==> src/rtl/uart_tx_fifo.sv <==
// 8N1 UART transmitter fed by a small byte FIFO over a valid/ready stream.
// tx is registered and idles high; frames are sent back to back while bytes are queued.
module uart_tx_fifo #(
    parameter int CLK_FREQ   = 6000000,
    parameter int BAUD       = 115200,
    parameter int FIFO_DEPTH = 4
) (
    input  logic       clk,
    input  logic       rst,
    input  logic [7:0] in_data,
    input  logic       in_valid,
    output logic       in_ready,
    output logic       tx,
    output logic       busy
);
    localparam int CLKS_PER_BIT = CLK_FREQ / BAUD;
    localparam int BAUD_W       = (CLKS_PER_BIT > 1) ? $clog2(CLKS_PER_BIT) : 1;
    localparam int PTR_W        = $clog2(FIFO_DEPTH);
    localparam int CNT_W        = $clog2(FIFO_DEPTH + 1);
    localparam logic [BAUD_W-1:0] BAUD_LAST = BAUD_W'(CLKS_PER_BIT - 1);
    localparam logic [CNT_W-1:0]  CNT_FULL  = CNT_W'(FIFO_DEPTH);

    typedef enum logic [1:0] {IDLE, START, DATA, STOP} state_t;

    state_t            state_reg;
    logic [7:0]        fifo_mem [FIFO_DEPTH];
    logic [PTR_W-1:0]  wr_ptr_reg;
    logic [PTR_W-1:0]  rd_ptr_reg;
    logic [CNT_W-1:0]  count_reg;
    logic [BAUD_W-1:0] baud_cnt_reg;
    logic [2:0]        bit_idx_reg;
    logic [7:0]        shift_reg;
    logic              tx_reg;
    logic              push;
    logic              pop;
    logic              baud_wrap;
    logic              fifo_empty;

    // in_ready comes from the registered count only, so a same-cycle pop never raises it.
    assign fifo_empty = (count_reg == '0);
    assign in_ready   = (count_reg != CNT_FULL);
    assign push       = in_valid & in_ready;
    assign baud_wrap  = (baud_cnt_reg == BAUD_LAST);
    assign pop        = !fifo_empty && ((state_reg == IDLE) || (state_reg == STOP && baud_wrap));
    assign tx         = tx_reg;
    assign busy       = (state_reg != IDLE) || !fifo_empty;

    always_ff @(posedge clk) begin
        if (push) begin
            fifo_mem[wr_ptr_reg] <= in_data;
        end
    end

    always_ff @(posedge clk) begin
        if (rst) begin
            wr_ptr_reg <= '0;
            rd_ptr_reg <= '0;
            count_reg  <= '0;
        end else begin
            if (push) begin
                wr_ptr_reg <= wr_ptr_reg + PTR_W'(1);
            end
            if (pop) begin
                rd_ptr_reg <= rd_ptr_reg + PTR_W'(1);
            end
            case ({push, pop})
                2'b10:   count_reg <= count_reg + CNT_W'(1);
                2'b01:   count_reg <= count_reg - CNT_W'(1);
                default: count_reg <= count_reg;
            endcase
        end
    end

    // tx lags the state by one edge, so the line changes exactly one cycle after each transition.
    always_ff @(posedge clk) begin
        if (rst) begin
            state_reg    <= IDLE;
            baud_cnt_reg <= '0;
            bit_idx_reg  <= '0;
            shift_reg    <= '0;
            tx_reg       <= 1'b1;
        end else begin
            case (state_reg)
                IDLE: begin
                    tx_reg       <= 1'b1;
                    baud_cnt_reg <= '0;
                    bit_idx_reg  <= '0;
                    if (!fifo_empty) begin
                        shift_reg <= fifo_mem[rd_ptr_reg];
                        state_reg <= START;
                    end
                end
                START: begin
                    tx_reg <= 1'b0;
                    if (baud_wrap) begin
                        baud_cnt_reg <= '0;
                        state_reg    <= DATA;
                    end else begin
                        baud_cnt_reg <= baud_cnt_reg + BAUD_W'(1);
                    end
                end
                DATA: begin
                    tx_reg <= shift_reg[0];
                    if (baud_wrap) begin
                        baud_cnt_reg <= '0;
                        shift_reg    <= {1'b0, shift_reg[7:1]};
                        bit_idx_reg  <= bit_idx_reg + 3'd1;
                        if (bit_idx_reg == 3'd7) begin
                            state_reg <= STOP;
                        end
                    end else begin
                        baud_cnt_reg <= baud_cnt_reg + BAUD_W'(1);
                    end
                end
                STOP: begin
                    tx_reg <= 1'b1;
                    if (baud_wrap) begin
                        baud_cnt_reg <= '0;
                        bit_idx_reg  <= '0;
                        if (!fifo_empty) begin
                            shift_reg <= fifo_mem[rd_ptr_reg];
                            state_reg <= START;
                        end else begin
                            state_reg <= IDLE;
                        end
                    end else begin
                        baud_cnt_reg <= baud_cnt_reg + BAUD_W'(1);
                    end
                end
                default: state_reg <= IDLE;
            endcase
        end
    end
endmodule

==> config.mk <==
export PLATFORM = sky130hd
export DESIGN_NAME = uart_tx_fifo
export DESIGN_NICKNAME = d
export VERILOG_FILES = /design/src/rtl/uart_tx_fifo.sv
export SDC_FILE = /design/constraint.sdc
export NUM_CORES = 1
export LEC_CHECK = 0
export BUFFER_PORTS_ARGS = -buffer_cell sky130_fd_sc_hd__buf_2
export CAP_MARGIN = 0
export CORE_ASPECT_RATIO = 1.75
export CORE_MARGIN = 2
export CORE_UTILIZATION = 61
export DETAILED_ROUTE_END_ITERATION = 7
export MAX_ROUTING_LAYER = met4
export PLACE_DENSITY = 0.9
export SKIP_LAST_GASP = 1
export SYNTH_ARGS = -nofsm -noshare
export SYNTH_HDL_FRONTEND = slang
export SYNTH_SLANG_ARGS = --single-unit
==> constraint.sdc <==
create_clock -name clk -period 5.85 [get_ports clk]
set_clock_uncertainty 0.2 [all_clocks]
set_input_delay 0.585 -clock clk [delete_from_list [all_inputs] [get_ports clk]]
set_output_delay 0.585 -clock clk [all_outputs]
set_load 0.02 [all_outputs]
# After elaboration in Yosys (flattened, before gate mapping)
# Memories as Yosys holds them, arrays and structs flattened. A register that Yosys moved wholly into a read port is not among the register bits.
# Cells that the tools add are included.
[op_classes]
add_sub_neg = 6
eq_ne = 13
mux = 22
n_bitwise = 1
reduce_logical = 14
[op_table]
columns = ["op", "n"]
rows = [
  ["8-bit 2-to-1 mux", 3],
  ["8-bit one-hot mux with 3 select lines", 1],
  ["2-bit 2-to-1 mux", 7],
  ["6-bit one-hot mux with 2 select lines", 1],
  ["2-bit inequality test, second input constant", 5],
  ["3-bit one-hot mux with 3 select lines", 1],
  ["2-bit one-hot mux with 4 select lines", 1],
  ["3-bit by 1-bit adder with 3-bit output, second input constant", 2],
  ["6-bit by 1-bit adder with 6-bit output, second input constant", 1],
  ["2-bit equality test, second input constant", 3],
  ["6-bit equality test, second input constant", 1],
  ["3-bit 2-to-1 mux", 2],
  ["6-bit 2-to-1 mux", 1],
  ["3-bit one-hot mux with 2 select lines", 1],
  ["5-bit AND reduction", 1],
  ["2-bit by 1-bit adder with 2-bit output, second input constant", 2],
  ["2-bit by 1-bit equality test with 1-bit output, second input constant", 2],
  ["2-bit nonzero test", 2],
  ["3-bit equality test, second input constant", 1],
  ["3-bit logical NOT", 1],
  ["1-bit 2-to-1 mux", 3],
  ["3-bit inequality test, second input constant", 1],
  ["1-bit one-hot mux with 3 select lines", 1],
  ["3-bit AND reduction", 1],
  ["other kinds (9)", 11],
]
[word_totals]
ff_bits = 27
ramBits = 32
in_bits = 11
out_inout_bits = 3
word_cells = 65
n_memories = 1
[mem_list]
columns = ["memory", "words", "word_bits", "rd", "rd_clocked_by_memory_dff", "wr", "line", "source"]
rows = [
  ["fifo_mem", 4, 8, 1, 1, 1, "26", "logic [7:0] fifo_mem [FIFO_DEPTH];"],
]

# Logic depth before layout (Yosys ltp)
# Gate-level depths: netlist of the first run.
[depth]
ltp_word = 6
mapped_depth = 11
depth_no_buf = 10

# Worst setup path after synthesis of the first run
# Ideal clock, no wire load.
[synth_path]
path_type = "register to register"
start = "reg count_reg[2]"
end = "reg count_reg[2]"
setup_ns = 0.071
arrival_ns = 2.310
required_ns = 5.579
setup_slack_ns = 3.269
path_stages_with_launch = 10
path_buffers = 0
period_less_slack_ns = 2.581
cell_sequence = "dfxtp_1 or3b_1 and2_1 inv_1 ha_1 inv_1 fa_1 xor2_1 or3_1 a21oi_1"
[synth_via]
word_cells_on_any_way = 11
classes_between = "add/sub: 2; eq/ne: 3; mux: 1; bitwise: 1; reduce/logical: 4"
[synth_lines]
columns = ["item", "line", "source"]
rows = [
  ["start: declaration", "29", "logic [CNT_W-1:0] count_reg;"],
  ["start signal: assignment", "67", "2'b10: count_reg <= count_reg + CNT_W'(1);"],
  ["start signal: assignment", "68", "2'b01: count_reg <= count_reg - CNT_W'(1);"],
  ["start signal: assignment", "69", "default: count_reg <= count_reg;"],
  ["3-bit inequality test (*)", "41", "assign in_ready = (count_reg != CNT_FULL);"],
  ["net in_ready", "12", "output logic in_ready,"],
  ["1-bit bitwise AND (*)", "42", "assign push = in_valid & in_ready;"],
  ["2-bit by 1-bit equality test with 1-bit output or 2-bit equality test (tied branches)", "66", "case ({push, pop})"],
  ["3-bit one-hot mux with 2 select lines or 2-bit nonzero test (tied branches)", "-", ""],
]
# The timed path passes the listed nets; every way through them passes the cells marked *.
# A chain may end at the register's enable or synchronous reset.

# Final worst setup path of the first run
[layout_path]
start = "reg baud_cnt_reg[0]"
end = "reg count_reg[2]"
[layout_via]
elab_chain_cells = 6
word_cells_on_any_way = 8
classes_between = "eq/ne: 3; mux: 1; reduce/logical: 4"
[layout_rtl]
columns = ["item", "line", "source"]
rows = [
  ["start: declaration", "30", "logic [BAUD_W-1:0] baud_cnt_reg;"],
  ["start signal: assignment", "99", "baud_cnt_reg <= baud_cnt_reg + BAUD_W'(1);"],
  ["start signal: assignment", "112", "baud_cnt_reg <= baud_cnt_reg + BAUD_W'(1);"],
  ["start signal: assignment", "127", "baud_cnt_reg <= baud_cnt_reg + BAUD_W'(1);"],
  ["6-bit equality test (*)", "43", "assign baud_wrap = (baud_cnt_reg == BAUD_LAST);"],
  ["1-bit logical AND (*)", "44", "assign pop = !fifo_empty && ((state_reg == IDLE) || (state_reg == STOP && baud_wrap));"],
  ["1-bit logical OR (*)", "44", ""],
  ["1-bit logical AND (*)", "44", ""],
  ["net pop", "35", "logic pop;"],
  ["2-bit by 1-bit equality test with 1-bit output or 2-bit equality test (tied branches)", "66", ""],
  ["3-bit one-hot mux with 2 select lines or 2-bit nonzero test (tied branches)", "-", ""],
]
# Marked as above.

==> results.json, run 1 <==
{
  "cp_slowest_stage_delay_ns": 0.37,
  "r2r_cells": 10,
  "htree_levels": 3,
  "ios": 14,
  "drt-initial-drc-count": 66,
  "initial_core_util": 0.6244,
  "overflow": 0,
  "synth_most_common_cell": "edfxtp_1",
  "nFillCells": 301,
  "min_from": "in_data[3]",
  "core_area_sq_mm": 0.004324,
  "grt_start_max_net_pins": 27,
  "dr.pass1.iters": 4,
  "clock-sinks": 61,
  "fp.dieW_um": 54.29,
  "route.detailed.drc": 0,
  "synth_area_sq_mm": 0.002700,
  "clk_pin_slew_worst_paths_ns": 0.07,
  "crit_fanout": 5,
  "grt_use_total": 0.2278,
  "hold_path_depth": 1,
  "rr_endpoint": "count_reg[2]",
  "path_cells": "ha_1, and4b_1, a31oi_1, nor2_1, ha_1, inv_1, fa_1, xor2_1, or3_1, a21oi_1",
  "maxCapViolCount": 0,
  "grt_pass1_vias": 1654,
  "cts-root-buf": "clkbuf_8",
  "post_cts_buffers": 0,
  "port_buffers": 13,
  "area_growth_pct": 11.35,
  "hold_buffers": 0,
  "grt_antenna_before_repair": 0,
  "synth_seq_cells": 61,
  "fin_crit_sh": 0.4735,
  "status": "complete, no violations",
  "slew_headroom": 0.6056,
  "synthArstFlopShare": 0,
  "rows": 32,
  "path_depth": 10,
  "grt_pass1_wl_um": 7631,
  "cts_resized": 0,
  "synthFlopType": "edfxtp_1",
  "drv_slew": 0,
  "worstSetupPathType": "reg -> reg",
  "wl_um": 4598,
  "ir_drop_uv": 427.1,
  "crit_path_start_kind": "flip-flop",
  "wl_per_cell_um": 16.13,
  "crit_path_end_kind": "flip-flop",
  "yosysWarnings": 0,
  "syn_inst": 214,
  "crit_family": "simple AND/OR/NAND/NOR gates",
  "setup.worst_path.start": "baud_cnt_reg[0]",
  "synth_edf_count": 32,
  "fmax_mhz": 361.0,
  "slowest_stage": "dfxtp_1",
  "setup_tns_ns": 0,
  "yosys.area.top_type_share": 0.3559,
  "cp_data_arrival_time_ns": 2.84,
  "gp_congestion": 0.7905,
  "cts_tree": "built",
  "power_density_mw_per_mm2": 505.1,
  "rsz0062_at_grt": "false",
  "cts_made_buffers": 9,
  "crit_top_cell": "ha_1",
  "worstReg2RegStart": "baud_cnt_reg[0]",
  "min_to": "fifo_mem[3][3]",
  "synth.distinct_cells": 43,
  "via_per_inst": 5.796,
  "tightestPinTransition_ns": 0.5916,
  "min_period_ns": 2.770,
  "largest_reg_flops": 32,
  "cts_buffer_depth": 2,
  "finalSetupViolCount": 0,
  "n_antenna_cell": 0,
  "leakagePower_nw": 1.099,
  "yosys-top-cells-count": "edfxtp_1, dfxtp_1, inv_1",
  "finalHoldViolCount": 0,
  "r2r_slack_ns": 3.08,
  "hold_path.class": "in -> reg",
  "die_y_um": 92.01,
  "required_ns": 5.92,
  "final_nets": 255,
  "synth.yosys.seq_area_share": 0.5709,
  "syn_area_per_cell_sq_um": 12.62,
  "ant_nets": 0,
  "syn-num-nets": 240,
  "vias": 1652,
  "yosys.area.top_type": "edfxtp_1",
  "crit_buf_inv": 1,
  "dp_hpwl_um": 3006,
  "drive_above_1_share": 0.2094,
  "finalPower_mw": 1.519,
  "yosys-top-cells-area": "edfxtp_1, dfxtp_1, mux4_2",
  "dieArea_sq_mm": 0.004995,
  "clk_latency_ns": 0.34
}
worst reg2reg max path: cells and delay by family, from the launching register on:
kind            cells  cell delay, ns
simple gates        3            0.80
flops               1            0.37
xor+xnor            1            0.17
buf+inv             1            0.06
fa+ha+maj           3            0.78
compound gates      2            0.33
report_power, final:
| group | leakage, nW | switching (mW) | internal [mW] | total [mW] |
|---|---|---|---|---|
| sequential | 0.531 | 0.0631 | 0.531 | 0.594 |
| clock | 0.110 | 0.175 | 0.242 | 0.417 |
| combinational | 0.458 | 0.279 | 0.229 | 0.508 |
worst max-delay path by stage:
stage,end,slack (ns)
2_1_floorplan,count_reg[2],3.27
3_3_place_gp,count_reg[2],3.16
3_5_place_dp,count_reg[2],3.10
4_1_cts,count_reg[2],3.07
5_1_grt,count_reg[2],2.88
6_report,count_reg[2],3.08
layout by cell type (no fill, tap or decap), drive strengths merged, types with 3 or more instances in the layout:
cell / instances
buf: 13
nor2: 16
nand2: 6
a211oi: 7
and2: 3
a31oi: 3
mux2: 7
xnor2: 3
edfxtp: 32
inv: 19
mux4: 8
nand3: 3
ha: 14
dfxtp: 29
xor2: 4
clkbuf: 9
a21oi: 10
clkinv: 4
nor3: 9
o21ai: 5
or3: 4
and3: 5
stage by stage:
stage	hold WS (ns)	cells	setup slack, ns	util	cell area [sq um]
floorplan	0.2302	214	3.269	-	2700
global placement	0.2400	269	3.162	0.6438	2784
detailed placement	0.2495	269	3.095	0.6438	2784
CTS	0.2483	285	3.069	0.6953	3007
global route	0.2435	285	2.885	0.6953	3007
finish	0.2547	285	3.080	0.6953	3007
routing by layer:
metal	vias up	track usage	wire (um)
li1	807	-	-
met1	789	0.2520	1819
met2	40	0.3464	2441
met3	16	0.07003	175
met4	0	0.1396	161
met5	-	-	0
logic make-up after synthesis:
logic type | after synthesis | synth area share
AND/OR/NAND/NOR | 56 | 0.1112
XOR/XNOR | 7 | 0.02271
AO/OA/AOI/OAI | 31 | 0.08016
buffers and inverters | 28 | 0.04309
multiplexers | 16 | 0.09963
adder cells (fa/ha/maj) | 15 | 0.07229
flip-flops | 61 | 0.5709
layout make-up:
| cell class | instances | area, sq um | area share |
|---|---|---|---|
| clock inverter | 7 | 98.84 | 0.03288 |
| sequential | 61 | 1541 | 0.5127 |
| tap | 51 | 63.81 | 0.02122 |
| multi-input combinational | 125 | 1042 | 0.3467 |
| clock buffer | 9 | 123.9 | 0.04120 |
| inverter | 19 | 71.32 | 0.02372 |
| timing repair buffer | 13 | 65.06 | 0.02164 |
Power figures use the tool's default switching activity.
==> inputs of run 2 (changes only) <==
- CORE_UTILIZATION: 61 -> 54
- PLACE_DENSITY: 0.9 -> 0.85
- clock period: 5.85 -> 2.5 ns (I/O delays scaled with it)
==> run 2 against run 1 <==
Setup slack worse by 3.0 ns. First-iteration DRC count is 39% lower. Clock power is 150% higher. Wire length is 24% higher. Non-clock buffer count is 29 higher. Power grew to 2.6 times the previous value. Sequential power is 130% higher. Maximum frequency is 13% higher. Critical path type unchanged. Largest cell class unchanged.
==> results.json, run 2 (synthesis results as in run 1) <==
{
  "status": "complete, no violations",
  "initial_core_util": 0.5519,
  "drv_slew": 0,
  "final_util": 0.6770,
  "drive_above_1_share": 0.3042,
  "required_ns": 2.57,
  "grt_pass1_vias": 1935,
  "power_density_mw_per_mm2": 1183,
  "drt-initial-drc-count": 40,
  "cp_data_arrival_time_ns": 2.52,
  "ant_nets": 0,
  "via_per_inst": 5.767,
  "worstSetupPathType": "reg -> reg",
  "ir_drop_uv": 847.0,
  "n_antenna_cell": 0,
  "setup_ws_ns": 0.05778,
  "htree_levels": 3,
  "grt_pass1_wl_um": 8859,
  "port_buffers": 13,
  "crit_fanout": 3,
  "fp.dieW_um": 57.46,
  "rr_endpoint": "count_reg[2]",
  "tightestPinTransition_ns": 0.4973,
  "hold_path_depth": 2,
  "rows": 34,
  "min_from": "rst",
  "clock-sinks": 61,
  "grt_start_max_net_pins": 27,
  "mostFrequentLayoutCells": "edfxtp_1, dfxtp_1, buf_4",
  "r2r_cells": 10,
  "ios": 14,
  "min_to": "count_reg[1]",
  "worstReg2RegStart": "baud_cnt_reg[1]",
  "finalSetupViolCount": 0,
  "largest_reg_flops": 32,
  "crit_path_start_kind": "flip-flop",
  "dr.pass1.iters": 4,
  "finalPower_mw": 3.919,
  "overflow": 0,
  "vias": 1828,
  "maxCapViolCount": 0,
  "final_common_cell": "edfxtp_1",
  "gp_congestion": 0.7468,
  "cts_made_buffers": 9,
  "nFillCells": 300,
  "hold_path.class": "in -> reg",
  "p_comb_frac": 0.387,
  "cts_tree": "built",
  "die_y_um": 97.55,
  "clk_pin_slew_worst_paths_ns": 0.07,
  "area_growth_pct": 22.66,
  "wl_per_cell_um": 17.99,
  "final_nets": 284,
  "p_int_mw": 2.625,
  "dp_hpwl_um": 3382,
  "power.share.switching": 0.3303,
  "crit_path_end_kind": "flip-flop",
  "finalHoldViolCount": 0,
  "grt_use_total": 0.2197,
  "grt_antenna_before_repair": 0,
  "dieArea_sq_mm": 0.005604,
  "fmax_mhz": 409.5,
  "slew_headroom": 0.6659,
  "min_period_ns": 2.442,
  "cts-root-buf": "clkbuf_8",
  "wl_um": 5702,
  "route.detailed.drc": 0,
  "r2r_slack_ns": 0.06,
  "cts_buffer_depth": 2,
  "clk_latency_ns": 0.34,
  "fin_crit_sh": 0.9769,
  "core_area_sq_mm": 0.004892,
  "seqPwrFrac": 0.347,
  "leakagePower_nw": 1.242,
  "switchingPower_mw": 1.295,
  "power_frac_clock": 0.266,
  "post-place-ws_ns": 0.008384
}
run 2: power groups by stage:
stage	clock network, mW	logic (mW)	registers [mW]
3_5_place_dp	0	1.36	1.37
4_1_cts	1.05	1.42	1.36
2_1_floorplan	0	1.01	1.36
5_1_grt	1.10	1.66	1.37
6_report	1.04	1.52	1.36
3_3_place_gp	0	1.32	1.36
run 2: worst max-delay path: stages, from the launching register on:
cell and delay [ns]:
dfxtp_2 0.36, ha_4 0.15, and4b_2 0.26, a31oi_4 0.11, nor2_2 0.13, ha_2 0.18
inv_1 0.05, fa_2 0.33, xor2_1 0.17, or3_1 0.30, a21oi_1 0.12
run 2: how the worst max path moves through the flow:
stage	startpoint	end	slack [ns]	cells past startpoint
after CTS	baud_cnt_reg[0]	count_reg[2]	0.003	10
after global placement	baud_cnt_reg[0]	count_reg[2]	0.05	10
after floorplan	count_reg[2]	count_reg[2]	0.008	9
final	baud_cnt_reg[1]	count_reg[2]	0.06	10
after detailed placement	baud_cnt_reg[0]	count_reg[2]	0.008	10
after global routing	baud_cnt_reg[1]	count_reg[2]	-0.02	10
run 2: area by class of cell:
cell class                 instances  area [sq um]  area share
timing repair buffer              42         302.8     0.09142
clock inverter                     7         113.9     0.03438
sequential                        61          1546      0.4669
multi-input combinational        125          1086      0.3279
inverter                          19         71.32     0.02153
tap                               54         67.56     0.02040
clock buffer                       9         123.9     0.03740
run 2: metrics by stage:
stage | hold WS (ns) | TNS [ns] | cell area (sq um) | instances
5_1_grt | 0.1758 | -0.02066 | 3312 | 317
3_3_place_gp | 0.2392 | 0 | 2912 | 285
3_5_place_dp | 0.2517 | 0 | 2912 | 285
4_1_cts | 0.1316 | 0 | 3264 | 312
6_report | 0.1477 | 0 | 3312 | 317
2_1_floorplan | 0.1489 | 0 | 2730 | 214
run 2: timing repair:
item | 4_1_cts | 5_1_grt
endpoints found under the hold margin | 32 | 0
hold buffers | 8 | 0
endpoints found under the setup margin | 1 | 1
pin swaps | 2 | 4
buffers inserted | 3 | 5
gates resized for setup | 3 | 4
run 2: metal layers:
metal | share of wire | GRT usage
met5 | 0 | -
met4 | 0.026 | 0.1181
met3 | 0.038 | 0.05992
met2 | 0.57 | 0.3890
met1 | 0.37 | 0.2045
